[config.mk]
export PLATFORM = sky130hd
export DESIGN_NAME = dp_skid_stage
export DESIGN_NICKNAME = d
export VERILOG_FILES = /design/src/rtl/dp_pipe_pkg.sv /design/src/rtl/dp_payload_reg.sv /design/src/rtl/dp_skid_stage.sv
export SDC_FILE = /design/constraint.sdc
export NUM_CORES = 1
export LEC_CHECK = 0
export BUFFER_PORTS_ARGS = -buffer_cell sky130_fd_sc_hd__buf_2
export CAP_MARGIN = 10
export CORE_AREA = 2 2 173 124
export CTS_BUF_LIST = sky130_fd_sc_hd__clkbuf_8
export CTS_CLUSTER_DIAMETER = 60
export DETAILED_ROUTE_END_ITERATION = 8
export DIE_AREA = 0 0 175 126
export MAX_ROUTING_LAYER = met4
export SLEW_MARGIN = 20
export SYNTH_ARGS = -nofsm -noshare
export SYNTH_HDL_FRONTEND = slang
export SYNTH_SLANG_ARGS = --single-unit
[constraint.sdc]
create_clock -name clk -period 3.7 [get_ports clk]
set_input_delay 0.185 -clock clk [delete_from_list [all_inputs] [get_ports clk]]
set_output_delay 0.185 -clock clk [all_outputs]
set_load 0.02 [all_outputs]
[src/rtl/dp_pipe_pkg.sv]
// dp_pipe_pkg: shared definitions for the datapath pipeline stages.
//   skid_state_t  - occupancy state of the elastic skid stage (EMPTY/ONE/FULL)
//   DP_WIDTH      - default width of the data payload words d0/d1
//   DP_TAG_WIDTH  - default width of the tag payload d2
//   dp_payload_t  - packed payload triple {d0, d1, d2} at the default widths
package dp_pipe_pkg;

   localparam int DP_WIDTH     = 32;
   localparam int DP_TAG_WIDTH = 4;

   typedef enum logic [1:0] {
      EMPTY = 2'b00,   // main invalid, skid invalid
      ONE   = 2'b01,   // main valid, skid invalid
      FULL  = 2'b10    // main valid, skid valid
   } skid_state_t;

   typedef struct packed {
      logic [DP_WIDTH-1:0]     d0;
      logic [DP_WIDTH-1:0]     d1;
      logic [DP_TAG_WIDTH-1:0] d2;
   } dp_payload_t;

endpackage : dp_pipe_pkg

[src/rtl/dp_payload_reg.sv]
// dp_payload_reg: one payload register, loaded when 'load' is high and
// cleared asynchronously to zero while rst_n is low.
//   clk   - rising-edge clock
//   rst_n - asynchronous active-low clear
//   load  - capture d on the next rising edge
//   d     - payload to capture (flattened payload triple)
//   q     - stored payload
module dp_payload_reg #(
   parameter int W = 68
) (
   input  logic         clk,
   input  logic         rst_n,
   input  logic         load,
   input  logic [W-1:0] d,
   output logic [W-1:0] q
);

   // Payload storage: cleared by reset, otherwise loaded on enable.
   always_ff @(posedge clk or negedge rst_n) begin
      if (!rst_n) begin
         q <= {W{1'b0}};
      end else if (load) begin
         q <= d;
      end else begin
         q <= q;
      end
   end

endmodule : dp_payload_reg

[src/rtl/dp_skid_stage.sv]
// dp_skid_stage: elastic pipeline register with a 2-entry skid buffer.
// Carries the payload triple {d0, d1, d2} from a producer to a consumer that
// may back-pressure. Full throughput; in_ready comes straight from a flop so
// there is no combinational path from out_ready to in_ready.
//
// Optional build macro: DP_SKID_STATS_EN adds the stall_cnt port, a 16-bit
// saturating count of cycles with out_valid=1 and out_ready=0 (reset-only clear).
//
// Ports:
//   clk        - rising-edge clock
//   reset      - asynchronous active-low reset, clears all state
//   flush      - synchronous flush, discards all buffered entries
//   in_valid   - producer presents d0/d1/d2
//   in_ready   - stage can accept this cycle (registered)
//   d0, d1     - data payload inputs (WIDTH)
//   d2         - tag payload input (WIDTH1)
//   out_valid  - q0/q1/q2 hold a valid entry (registered)
//   out_ready  - consumer accepts this cycle
//   q0, q1, q2 - payload outputs, driven directly by the main entry register
//   stall_cnt  - stall cycle counter (DP_SKID_STATS_EN only)
module dp_skid_stage
   import dp_pipe_pkg::*;
#(
   parameter int WIDTH  = DP_WIDTH,
   parameter int WIDTH1 = DP_TAG_WIDTH
) (
   input  logic              clk,
   input  logic              reset,
   input  logic              flush,
   input  logic              in_valid,
   output logic              in_ready,
   input  logic [WIDTH-1:0]  d0,
   input  logic [WIDTH-1:0]  d1,
   input  logic [WIDTH1-1:0] d2,
   output logic              out_valid,
   input  logic              out_ready,
   output logic [WIDTH-1:0]  q0,
   output logic [WIDTH-1:0]  q1,
   output logic [WIDTH1-1:0] q2
`ifdef DP_SKID_STATS_EN
   ,
   output logic [15:0]       stall_cnt
`endif
);

   localparam int PW = 2 * WIDTH + WIDTH1;

   skid_state_t   state;
   logic          in_xfer;
   logic          out_xfer;
   logic          main_load;
   logic          skid_load;
   logic [PW-1:0] in_word;
   logic [PW-1:0] main_next;
   logic [PW-1:0] main_word;
   logic [PW-1:0] skid_word;

   assign in_word      = {d0, d1, d2};
   assign {q0, q1, q2} = main_word;

   // Handshake qualifiers seen at the coming rising edge.
   always_comb begin
      in_xfer  = in_valid & in_ready;
      out_xfer = out_valid & out_ready;
   end

   // Payload steering: which register loads and from where. Flush blocks all
   // loads so discarded input never reaches the payload registers.
   always_comb begin
      main_load = 1'b0;
      skid_load = 1'b0;
      main_next = in_word;
      if (flush) begin
         main_load = 1'b0;
         skid_load = 1'b0;
      end else begin
         case (state)
            EMPTY: begin
               main_load = in_xfer;
            end
            ONE: begin
               // Pass-through when both sides move; otherwise overflow to skid.
               main_load = in_xfer & out_xfer;
               skid_load = in_xfer & ~out_xfer;
            end
            FULL: begin
               // Skid entry advances into main once main drains.
               main_load = out_xfer;
               main_next = skid_word;
            end
            default: begin
               main_load = 1'b0;
               skid_load = 1'b0;
            end
         endcase
      end
   end

   dp_payload_reg #(.W(PW)) u_main (
      .clk   (clk),
      .rst_n (reset),
      .load  (main_load),
      .d     (main_next),
      .q     (main_word)
   );

   dp_payload_reg #(.W(PW)) u_skid (
      .clk   (clk),
      .rst_n (reset),
      .load  (skid_load),
      .d     (in_word),
      .q     (skid_word)
   );

   // Occupancy FSM with registered in_ready/out_valid. in_ready is held low
   // through reset and rises on the first edge after release.
   always_ff @(posedge clk or negedge reset) begin
      if (!reset) begin
         state     <= EMPTY;
         in_ready  <= 1'b0;
         out_valid <= 1'b0;
      end else if (flush) begin
         state     <= EMPTY;
         in_ready  <= 1'b1;
         out_valid <= 1'b0;
      end else begin
         case (state)
            EMPTY: begin
               in_ready <= 1'b1;
               if (in_xfer) begin
                  state     <= ONE;
                  out_valid <= 1'b1;
               end else begin
                  state     <= EMPTY;
                  out_valid <= 1'b0;
               end
            end
            ONE: begin
               if (in_xfer && !out_xfer) begin
                  state     <= FULL;
                  in_ready  <= 1'b0;
                  out_valid <= 1'b1;
               end else if (out_xfer && !in_xfer) begin
                  state     <= EMPTY;
                  in_ready  <= 1'b1;
                  out_valid <= 1'b0;
               end else begin
                  state     <= ONE;
                  in_ready  <= 1'b1;
                  out_valid <= 1'b1;
               end
            end
            FULL: begin
               out_valid <= 1'b1;
               if (out_xfer) begin
                  state    <= ONE;
                  in_ready <= 1'b1;
               end else begin
                  state    <= FULL;
                  in_ready <= 1'b0;
               end
            end
            default: begin
               state     <= EMPTY;
               in_ready  <= 1'b1;
               out_valid <= 1'b0;
            end
         endcase
      end
   end

`ifdef DP_SKID_STATS_EN
   // Saturating stall counter; flush deliberately leaves it untouched.
   always_ff @(posedge clk or negedge reset) begin
      if (!reset) begin
         stall_cnt <= 16'h0000;
      end else if (out_valid && !out_ready && (stall_cnt != 16'hFFFF)) begin
         stall_cnt <= stall_cnt + 16'h0001;
      end else begin
         stall_cnt <= stall_cnt;
      end
   end
`endif

endmodule : dp_skid_stage

==> results of run 1 <==
[cells by family (layout without fill, tap and decap cells)]
group | after synthesis | in the layout | synth area share, %
compound gates | 214 | 214 | 21.89
fa+ha+maj | 5 | 5 | 0.8914
buf+inv | 73 | 254 | 5.473
flops | 140 | 140 | 49.92
mux | 68 | 68 | 11.98
other cells | 0 | 1 | 0
simple gates | 82 | 82 | 9.841
[critical path: cells and delay by family (launching register included)]
family,cells,cell delay (ps)
simple gates,1,110
fa+ha+maj,1,180
compound gates,2,490
buf+inv,3,890
flops,1,420
[final cells by class]
cell class | instances | area [sq um] | area share [%]
Antenna cell | 1 | 2.502 | 0.02806
Clock buffer | 20 | 275.3 | 3.086
Clock inverter | 11 | 118.9 | 1.333
Inverter | 3 | 11.26 | 0.1263
Multi-Input combinational cell | 369 | 3157 | 35.40
Sequential cell | 140 | 3503 | 39.28
Tap cell | 276 | 345.3 | 3.872
Timing Repair Buffer | 220 | 1505 | 16.88
[routing by layer]
layer | wire length (um) | global-route usage (%) | up-vias
met2 | 8090 | 25.53 | 153
met3 | 1040 | 4.740 | 27
li1 | - | - | 2553
met5 | 0 | - | -
met1 | 9328 | 25.20 | 2624
met4 | 308 | 5.343 | 0
[report_power, final]
part / internal, mW / total [mW] / switching, mW / leakage [nW]
Combinational: 0.839 / 1.74 / 0.898 / 2.20
Clock: 0.646 / 1.26 / 0.610 / 0.204
Sequential: 2.13 / 2.44 / 0.312 / 1.62
[worst max path at each step]
stage | depth (start not counted) | start | slack (ps) | end
after floorplan | 8 | state[0]$_DFF_PN0_ | 1970 | u_main.q[19]$_DFFE_PN0P_
after global placement | 4 | flush | 1310 | u_skid.q[43]$_DFFE_PN0P_
after detailed placement | 4 | flush | 1230 | u_skid.q[36]$_DFFE_PN0P_
after CTS | 7 | state[0]$_DFF_PN0_ | 1400 | u_main.q[51]$_DFFE_PN0P_
after global routing | 7 | state[0]$_DFF_PN0_ | 1180 | u_main.q[51]$_DFFE_PN0P_
final | 7 | state[0]$_DFF_PN0_ | 1400 | u_main.q[51]$_DFFE_PN0P_
[flip-flops by register name, summed over array words and instances (netlist names)]
register / count
in_ready: 1
out_valid: 1
state: 2
u_main.q: 68
u_skid.q: 68
[synth_stat cells, types with 2 or more instances]
| cell type | n | share of area [%] |
|---|---|---|
| buf_2 | 19 | 1.4 |
| and3_1 | 3 | 0.27 |
| inv_1 | 3 | 0.16 |
| dfrtp_1 | 140 | 50 |
| mux2_2 | 40 | 6.4 |
| mux2_4 | 20 | 4.3 |
| a22oi_2 | 20 | 3.6 |
| buf_6 | 11 | 1.8 |
| a21oi_1 | 71 | 5.1 |
| a211oi_1 | 68 | 7.3 |
| a22oi_1 | 49 | 5.2 |
| o22ai_1 | 2 | 0.18 |
| clkbuf_1 | 38 | 2.0 |
| and3b_1 | 68 | 8.5 |
| mux2_1 | 8 | 1.3 |
| ha_1 | 5 | 0.89 |
[cell usage in the layout (no fill, tap or decap), types with 2 or more instances in the layout]
cell type,Yosys,routed
buf_4,1,11
a21oi_1,71,71
and3b_1,68,68
a22oi_1,49,49
o22ai_1,2,2
a22oi_2,20,20
bufinv_16,0,2
mux2_1,8,8
and3_1,3,2
buf_2,19,140
dfrtp_1,140,140
buf_12,0,3
dlygate4sd3_1,0,65
ha_1,5,4
mux2_2,40,40
clkinv_2,0,5
clkbuf_8,0,20
a211oi_1,68,68
clkinv_4,0,3
mux2_4,20,20
inv_1,3,3
==> impl_metrics.yaml, run 1 <==
sta:
  rsz0062_at_grt: "false"
  report.final.hold_viol_count: 0
  fin_crit_sh_pct: 62.16
  tightest_slew_ps: 826.6
  fin_hold_ws_ps: 32.31
  slew-limit-headroom_pct: 44.81
  max_freq_mhz: 434.8
  fin_setup_tns_ps: 0
  finClkSkew_ps: 15.11
  setup_ws_ps: 1400
  slew_violations: 0
  setup_violations: 0
  fin_crit_ps: 2300
clock_network:
  ctsHoldBuffers: 65
  worstSkewPairLatency_ps: 460
  tritoncts_clock_tree: "done"
  clockBufferDepth: 2
  cts-htree-levels: 4
  clock-root-buffer: "clkbuf_8"
  cts-buffers-inserted: 17
  clk_pin_slew_worst_paths_ps: 80
  post_cts.resized_instances: 0
  number_of_setup_buffers_added_after_cts: 0
  cts.sinks: 140
placement:
  placement.setup.worst_slack_ps: 1226
  placed_cells: 943
  port_buffers: 142
  placement.cell_area_sq_mm: 0.007869
  hpwlAfterDp_mm: 11.86
  routabilityCongestion: 0.7733
critical_path:
  cp_common_cell: "buf_4"
  cp.arrival_ps: 2590
  largest_stage_delay_on_the_critical_path_ps: 510
  worst_path_cell_chain: "inv_1 -> ha_2 -> buf_4 -> nand2b_2 -> buf_4 -> a211oi_1 -> a22oi_1"
  worstReg2RegEnd: "u_main.q[51]$_DFFE_PN0P_"
  reg2reg_from: "state[0]$_DFF_PN0_"
  critPathRequiredTime_ps: 3990
  timing.critical_path.to_type: "flop"
  cp_max_fo: 72
  worst-r2r-setup-slack_ps: 1400
  cp_slowest_cell: "buf_4"
  worst_r2r_path_depth: 7
  cp-start-kind: "flop"
  critical_path_class: "flop to flop"
floorplan:
  fp.dieArea_sq_mm: 0.02205
  chipHeight_um: 126
  initial_utilization_pct: 34.36
  design.portCount: 143
  dieWidth_um: 175
  core_area_sq_mm: 0.02042
  rows: 44
yosys:
  yosys_register_bits: 140
  synth_nets: 660
  ys.flop_type: "dfrtp_1"
  yosys_warnings: 0
  syn-mean-instance-area_sq_um: 12.06
  post_synth_instance_area_sq_mm: 0.007018
  synth-edff-count: 0
  synthDistinctLibCells: 33
  ys_seq_area_share_pct: 49.92
  synthArstFlopShare_pct: 100.0
  netlist_instances: 582
worst_hold_path:
  hold_end: "u_skid.q[46]$_DFFE_PN0P_"
  min-delay-start: "d0[10]"
  hold_path.class: "primary input to flop"
  min_path_cells: 2
routing:
  routed_via_density: 5.151
  drt_iter0_drc: 344
  ant_nets: 0
  num_vias: 5357
  drc: 0
  drt-pass1-iter-count: 4
  route.final.wire_length_mm: 18.77
  wl_per_cell_um: 18.05
grt:
  grt_use_total_pct: 18.00
  grt_start_max_net_pins: 74
  overflow_left_after_global_routing: 0
  grt_pass1_wl_mm: 30.55
  number_of_global_route_vias_before_repair: 5657
  initial_antenna_violation_count: 1
cells_and_area:
  post_layout_nonfiller_instances: 1040
  postLayoutCellArea_sq_mm: 0.008919
  n_fill_cell: 1941
  finalNetCount: 829
  area_delta_synth_final_pct: 27.08
  layout-drive-gt1-share_pct: 36.04
  finalCoreUtilization_pct: 43.67
job:
  maxCapViolations: 0
pwr:
  cellPowerDensity_mw_per_mm2: 609.3
  largest_vdd_supply_drop_mv: 0.2535
  power_leakage_nw: 4.025
  power_total_mw: 5.434
status:
  result_of_the_run: "finished, final reports clean"
Power figures use the tool's default switching activity.
==> run 2: changes to the inputs <==
==> constraint.sdc (replaced) <==
create_clock -name clk -period 1.95 [get_ports clk]
set_input_delay 0.0975 -clock clk [delete_from_list [all_inputs] [get_ports clk]]
set_output_delay 0.0975 -clock clk [all_outputs]
set_load 0.02 [all_outputs]
==> run 2 against run 1 <==
  * Utilization up 2.0 points
  * Clock-buffer cell count increased by 1
  * Global-route usage rose by 0.22 points
  * Sequential share of layout area fell by 1.7 points
  * Combinational power grew 95%
  * Sequential power grew 90%
  * Die area stayed put
  * Highest routed layer unchanged
==> impl_metrics.yaml, run 2 (synthesis gave the netlist of run 1 again) <==
worst_hold_path:
  hold_path.class: "primary input to flop"
routing:
  routed_via_density: 5.333
  ant_nets: 0
  drt_iter0_drc: 293
  drt-pass1-iter-count: 4
  drc: 0
  route.final.wire_length_mm: 19.47
  wl_per_cell_um: 18.42
  num_vias: 5637
placement:
  port_buffers: 142
  placed_cells: 953
  hpwlAfterDp_mm: 12.56
  routabilityCongestion: 0.8679
critical_path:
  cp.arrival_ps: 2150
  timing.critical_path.to_type: "flop"
  worstPathBufferInverterCount: 3
  cp_max_fo: 27
  critical_path_class: "flop to flop"
  cp-start-kind: "flop"
  largest_stage_delay_on_the_critical_path_ps: 420
  worst-r2r-setup-slack_ps: 110
  cp_slowest_cell: "dfrtp_1"
  cp_common_cell: "buf_4"
  critical-path-top-delay-family: "buffers and inverters"
  critPathRequiredTime_ps: 2260
  worst_path_cell_chain: "inv_1 -> ha_2 -> buf_4 -> buf_4 -> and3b_1 -> a211oi_1 -> a22oi_2"
floorplan:
  initial_utilization_pct: 34.36
  core_area_sq_mm: 0.02042
  design.portCount: 143
  chipHeight_um: 126
  fp.dieArea_sq_mm: 0.02205
  rows: 44
  dieWidth_um: 175
grt:
  grt_use_met2_pct: 27.13
  most_utilized_layer_in_the_global_route_result: "met2"
  overflow_left_after_global_routing: 0
  number_of_global_route_vias_before_repair: 5800
  grt_use_total_pct: 18.21
  global_route.usage.met3_pct: 3.140
  grt_start_max_net_pins: 61
  grt_pass1_wl_mm: 31.13
  grtUsageMet1_pct: 25.15
  initial_antenna_violation_count: 0
sta:
  slew_violations: 0
  setup_violations: 0
  fin_crit_ps: 1843
  report.final.hold_viol_count: 0
  tightest_slew_ps: 563.4
  slew-limit-headroom_pct: 62.44
  max_freq_mhz: 542.5
  fin_crit_sh_pct: 94.54
  finClkSkew_ps: 11.57
pwr:
  power_total_mw: 10.84
  cellPowerDensity_mw_per_mm2: 1162
  power_leakage_nw: 4.185
  largest_vdd_supply_drop_mv: 0.5815
clock_network:
  cts-buffers-inserted: 17
  tritoncts_clock_tree: "done"
  clockBufferDepth: 2
  worstSkewPairLatency_ps: 440
  clk_pin_slew_worst_paths_ps: 80
  cts-htree-levels: 4
  clock-root-buffer: "clkbuf_8"
  cts.sinks: 140
cells_and_area:
  area_delta_synth_final_pct: 32.86
  num_antenna_cells: 0
  leading_cell_type_in_the_layout_fill_and_taps_excluded: "buf_2"
  mostFrequentLayoutCells: "buf_2 (141), dfrtp_1 (140), a21oi_1 (71)"
  post_layout_nonfiller_instances: 1057
  top_flop_regs: "u_main.q (68), u_skid.q (68), state (2)"
  finalNetCount: 847
  layout-drive-gt1-share_pct: 39.44
  finalCoreUtilization_pct: 45.65
status:
  result_of_the_run: "finished, final reports clean"
job:
  maxCapViolations: 0
[run 2: changes by cell type in the layout (fill, tap and decap cells not counted), moves of 3 or more]
| cell | previous run | this run |
|---|---|---|
| bufinv_16 | 2 | 5 |
| a211oi_2 | 0 | 18 |
| dlygate4sd3_1 | 65 | 69 |
| clkinv_2 | 5 | 1 |
| buf_6 | 1 | 6 |
| a211oi_1 | 68 | 49 |
| buf_4 | 11 | 14 |
| buf_12 | 3 | 8 |
[run 2: repair_timing]
| action | CTS | global route |
|---|---|---|
| endpoints found under the setup margin | 0 | 68 |
| resized for setup | 0 | 25 |
| hold endpoints to repair | 178 | 0 |
| setup buffers | 0 | 4 |
| hold buffers | 69 | 0 |
[run 2: power breakdown]
part	switching, mW	internal, mW
Combinational	1.74	1.65
Sequential	0.603	4.04
Clock	1.14	1.65
Total	3.49	7.35
[run 2: path summary, 6_finish.rpt]
| kind | start | to | cells past startpoint |
|---|---|---|---|
| setup / recovery | state[0]$_DFF_PN0_ | u_main.q[32]$_DFFE_PN0P_ | 7 |
| hold / removal | out_ready | state[1]$_DFF_PN0_ | 3 |
| setup reg to reg | state[0]$_DFF_PN0_ | u_main.q[32]$_DFFE_PN0P_ | 7 |
| hold reg to reg | u_skid.q[67]$_DFFE_PN0P_ | u_skid.q[67]$_DFFE_PN0P_ | 1 |
| max in group asynchronous | reset | u_skid.q[26]$_DFFE_PN0P_ | 3 |
| min in group asynchronous | reset | u_main.q[51]$_DFFE_PN0P_ | 2 |
[run 2: layer usage]
metal / vias to the layer above / share of wire, % / routed length [um]
met4: 0 / 1.7 / 324
li1: 2591 / - / -
met2: 163 / 45 / 8713
met1: 2859 / 49 / 9529
met5: - / 0 / 0
met3: 24 / 4.6 / 901
[run 2: worst register-to-register path, delay by kind of cell (launching register included)]
kind	cells	cell delay [ps]
AO/OA/AOI/OAI	2	380
adder cells (fa/ha/maj)	1	200
buffers and inverters	3	510
flip-flops	1	420
AND/OR/NAND/NOR	1	210
[run 2: area by class of cell]
class                   count  area (sq um)
clock inverters            10         186.4
flip-flops and latches    140          3503
multi-input cells         369          3259
clock buffers              21         289.0
repair buffers            238          1729
inverters                   3         11.26
fillers                  1860         11100
well taps                 276         345.3
[run 2: stage by stage]
stage | TNS (ps) | cell area, sq um | hold WS (ps) | setup slack [ps]
detailed placement | 0 | 8006 | 113.7 | 40.24
global route | -3.321 | 9324 | 59.42 | -3.321
CTS | 0 | 9173 | 6.224 | 25.76
global placement | 0 | 8006 | 101.7 | 78.63
finish | 0 | 9324 | 48.47 | 106.6
floorplan | 0 | 7018 | -198.1 | 220.0
==> run 3: changes to the inputs <==
--- a/config.mk
+++ b/config.mk
@@ -5,13 +5,14 @@
 export SDC_FILE = /design/constraint.sdc
 export NUM_CORES = 1
 export LEC_CHECK = 0
+export ABC_AREA = 1
 export BUFFER_PORTS_ARGS = -buffer_cell sky130_fd_sc_hd__buf_2
 export CAP_MARGIN = 10
-export CORE_AREA = 2 2 173 124
+export CORE_AREA = 2 2 167 120
 export CTS_BUF_LIST = sky130_fd_sc_hd__clkbuf_8
 export CTS_CLUSTER_DIAMETER = 60
 export DETAILED_ROUTE_END_ITERATION = 8
-export DIE_AREA = 0 0 175 126
+export DIE_AREA = 0 0 169 122
 export MAX_ROUTING_LAYER = met4
 export SLEW_MARGIN = 20
 export SYNTH_ARGS = -nofsm -noshare
==> run 3 against run 2 <==
  * Largest power group unchanged
  * Non-clock buffer count shrank 6
  * Largest cell class unchanged
  * Maximum frequency grew 10%
  * Clock power fell by 18%
  * Hold slack better by 100 ps
  * Combinational power is 18% lower
==> impl_metrics.yaml, run 3 <==
yosys:
  ys_seq_area_share_pct: 53.23
  yosys_warnings: 0
  netlist_instances: 844
  most_numerous_cell_in_the_yosys_netlist: "nand2_1"
  netlist_top_cells_area: "dfrtp_1 (53%), nand2_1 (20%), nand3_1 (11%)"
  synthArstFlopShare_pct: 100.0
  syn-mean-instance-area_sq_um: 7.798
  synth-edff-count: 0
  synth_nets: 922
  post_synth_instance_area_sq_mm: 0.006581
  synthDistinctLibCells: 19
  yosysTopAreaCellShare_pct: 53.23
  synth.top_cells.by_count: "nand2_1 (349), dfrtp_1 (140), nand3_1 (140), inv_1 (73), o21ai_0 (54)"
  yosys_register_bits: 140
  ys.flop_type: "dfrtp_1"
  post-synth-top-area-cell: "dfrtp_1"
cells_and_area:
  area_delta_synth_final_pct: 31.24
  leading_cell_type_in_the_layout_fill_and_taps_excluded: "nand2_1"
  post_layout_nonfiller_instances: 1297
  layout-drive-gt1-share_pct: 18.57
  n_fill_cell: 1944
  top_flop_regs: "u_main.q (68), u_skid.q (68), state (2)"
  finalNetCount: 1116
  num_antenna_cells: 0
  multi_input_gate_area_sq_mm: 0.002490
  regArea_sq_mm: 0.003503
  mostFrequentLayoutCells: "nand2_1 (348), buf_2 (141), nand3_1 (140), dfrtp_1 (140), inv_1 (78)"
sta:
  fin_crit_ps: 1673
  slew_violations: 0
  fin_crit_sh_pct: 85.78
  fin_setup_tns_ps: 0
  setup_violations: 0
  rsz0062_at_grt: "false"
  report.final.hold_viol_count: 0
  tightest_slew_ps: 466.9
  fin_hold_ws_ps: 152.8
  slew-limit-headroom_pct: 68.88
  max_freq_mhz: 597.9
  finClkSkew_ps: 10.44
status:
  result_of_the_run: "finished, final reports clean"
floorplan:
  dieWidth_um: 169
  design.portCount: 143
  chipHeight_um: 122
  rows: 43
  initial_utilization_pct: 34.17
  fp.dieArea_sq_mm: 0.02062
  core_area_sq_mm: 0.01926
placement:
  placed_cells: 1195
  routabilityCongestion: 0.7361
  port_buffers: 142
  hpwlAfterDp_mm: 10.84
grt:
  initial_antenna_violation_count: 0
  number_of_global_route_vias_before_repair: 5540
  grt_use_total_pct: 18.48
  overflow_left_after_global_routing: 0
  grt_pass1_wl_mm: 29.00
  grt_start_max_net_pins: 81
pwr:
  cellPowerDensity_mw_per_mm2: 1112
  share_clk_of_total_power_pct: 23.8
  combPwrFrac_pct: 28.8
  p_switching_mw: 3.427
  largest_vdd_supply_drop_mv: 0.4439
  switching_share_pct: 35.67
  power_report.internal_total_mw: 6.181
  sequentialPowerShare_pct: 47.4
  power_leakage_nw: 4.863
routing:
  wl_per_cell_um: 13.83
  drc: 0
  routed_via_density: 4.597
  drt-pass1-iter-count: 5
  route.final.wire_length_mm: 17.94
  drt_iter0_drc: 366
  num_vias: 5962
  ant_nets: 0
clock_network:
  clockBufferDepth: 2
  cts-htree-levels: 4
  cts.sinks: 140
  worstSkewPairLatency_ps: 440
  clock-root-buffer: "clkbuf_8"
  cts-buffers-inserted: 17
  clk_pin_slew_worst_paths_ps: 80
  post_cts.resized_instances: 0
  tritoncts_clock_tree: "done"
critical_path:
  cp_slowest_cell: "dfrtp_1"
  cp_common_cell: "nand2_1"
  worst_setup_path_startpoint: "state[0]$_DFF_PN0_"
  worst_path_cell_chain: "inv_1 -> ha_2 -> buf_4 -> nand2_2 -> buf_12 -> nand2_1 -> nand2_1 -> nand3_1 -> nand2_1"
  timing.critical_path.to_type: "flop"
  cp-start-kind: "flop"
  critPathRequiredTime_ps: 2290
  cp_max_fo: 52
  cp.arrival_ps: 2010
  critical_path_class: "flop to flop"
  reg2reg_from: "state[0]$_DFF_PN0_"
  largest_stage_delay_on_the_critical_path_ps: 420
job:
  maxCapViolations: 0
worst_hold_path:
  hold_path.class: "primary input to asynchronous set/reset pin"
run 3: cell types whose count changed in the layout (fill, tap and decap cells not counted), sizes merged, moves of 3 or more:
| cell | change |
|---|---|
| nand2 | +350 |
| inv | +77 |
| nand3 | +141 |
| a22oi | -69 |
| a211oi | -68 |
| a21oi | -67 |
| mux2 | -68 |
| and3b | -68 |
| and3 | -3 |
| bufinv | -3 |
| o21ai | +67 |
| buf | -8 |
run 3: critical path: cells and delay by family (launching register included):
family	cells	cell delay, ps
fa+ha+maj	1	230
buf+inv	3	530
flops	1	420
simple gates	5	380
run 3: logic make-up (layout without fill, tap and decap cells):
logic type                 after synthesis  count (layout)  share of synthesized area (%)
adders and majority gates                5               5                         0.9506
and+or+nand+nor                        495             495                          31.25
DFF                                    140             140                          53.23
AOI/OAI and AO/OA                       72              72                          5.475
buffers and inverters                  132             338                          9.088
run 3: timing repair:
action,in CTS,in global routing
buffers inserted,0,0
hold buffers,71,0
hold endpoints to repair,253,0
run 3: metrics by stage:
step	setup slack (ps)	utilization (%)	power [mW]	instance area, sq um
CTS	257.2	44.84	9.723	8637
global route	108.7	44.84	10.33	8637
global placement	296.6	39.23	7.205	7556
floorplan	383.2	-	6.252	6581
finish	277.4	44.84	9.607	8637
detailed placement	277.3	39.23	7.270	7556
run 3: worst paths after layout:
check | end | slack, ps | cells after the start
hold / removal | u_main.q[24]$_DFFE_PN0P_ | 150 | 2
min in group clk | in_ready$_DFF_PN0_ | 170 | 3
setup / recovery | u_main.q[22]$_DFFE_PN0P_ | 280 | 9
max in group asynchronous | u_skid.q[6]$_DFFE_PN0P_ | 1160 | 3
setup reg to reg | u_main.q[22]$_DFFE_PN0P_ | 280 | 9
hold reg to reg | u_main.q[24]$_DFFE_PN0P_ | 470 | 2
run 3: layout make-up:
| cell class | instances | share of cell area [%] |
|---|---|---|
| sequential | 140 | 40.56 |
| multi-input combinational | 572 | 28.83 |
| timing repair buffer | 232 | 19.48 |
| tap | 247 | 3.578 |
| inverter | 75 | 3.259 |
| clock buffer | 19 | 3.028 |
| clock inverter | 12 | 1.260 |
run 3: power groups by stage:
| stage | registers [mW] | logic, mW | clock network (mW) |
|---|---|---|---|
| finish | 4.55 | 2.77 | 2.29 |
| global route | 4.69 | 3.11 | 2.53 |
| CTS | 4.55 | 2.80 | 2.38 |
| detailed placement | 4.58 | 2.69 | 0 |
| global placement | 4.57 | 2.63 | 0 |
| floorplan | 5.06 | 1.19 | 0 |
run 3: per-layer routing:
metal / vias up / GRT usage [%] / wire length [um]
met1: 2768 / 25.60 / 9134
met3: 12 / 3.704 / 877
met2: 153 / 27.97 / 7768
met4: 0 / 4.647 / 154
met5: - / - / 0
li1: 3029 / - / -
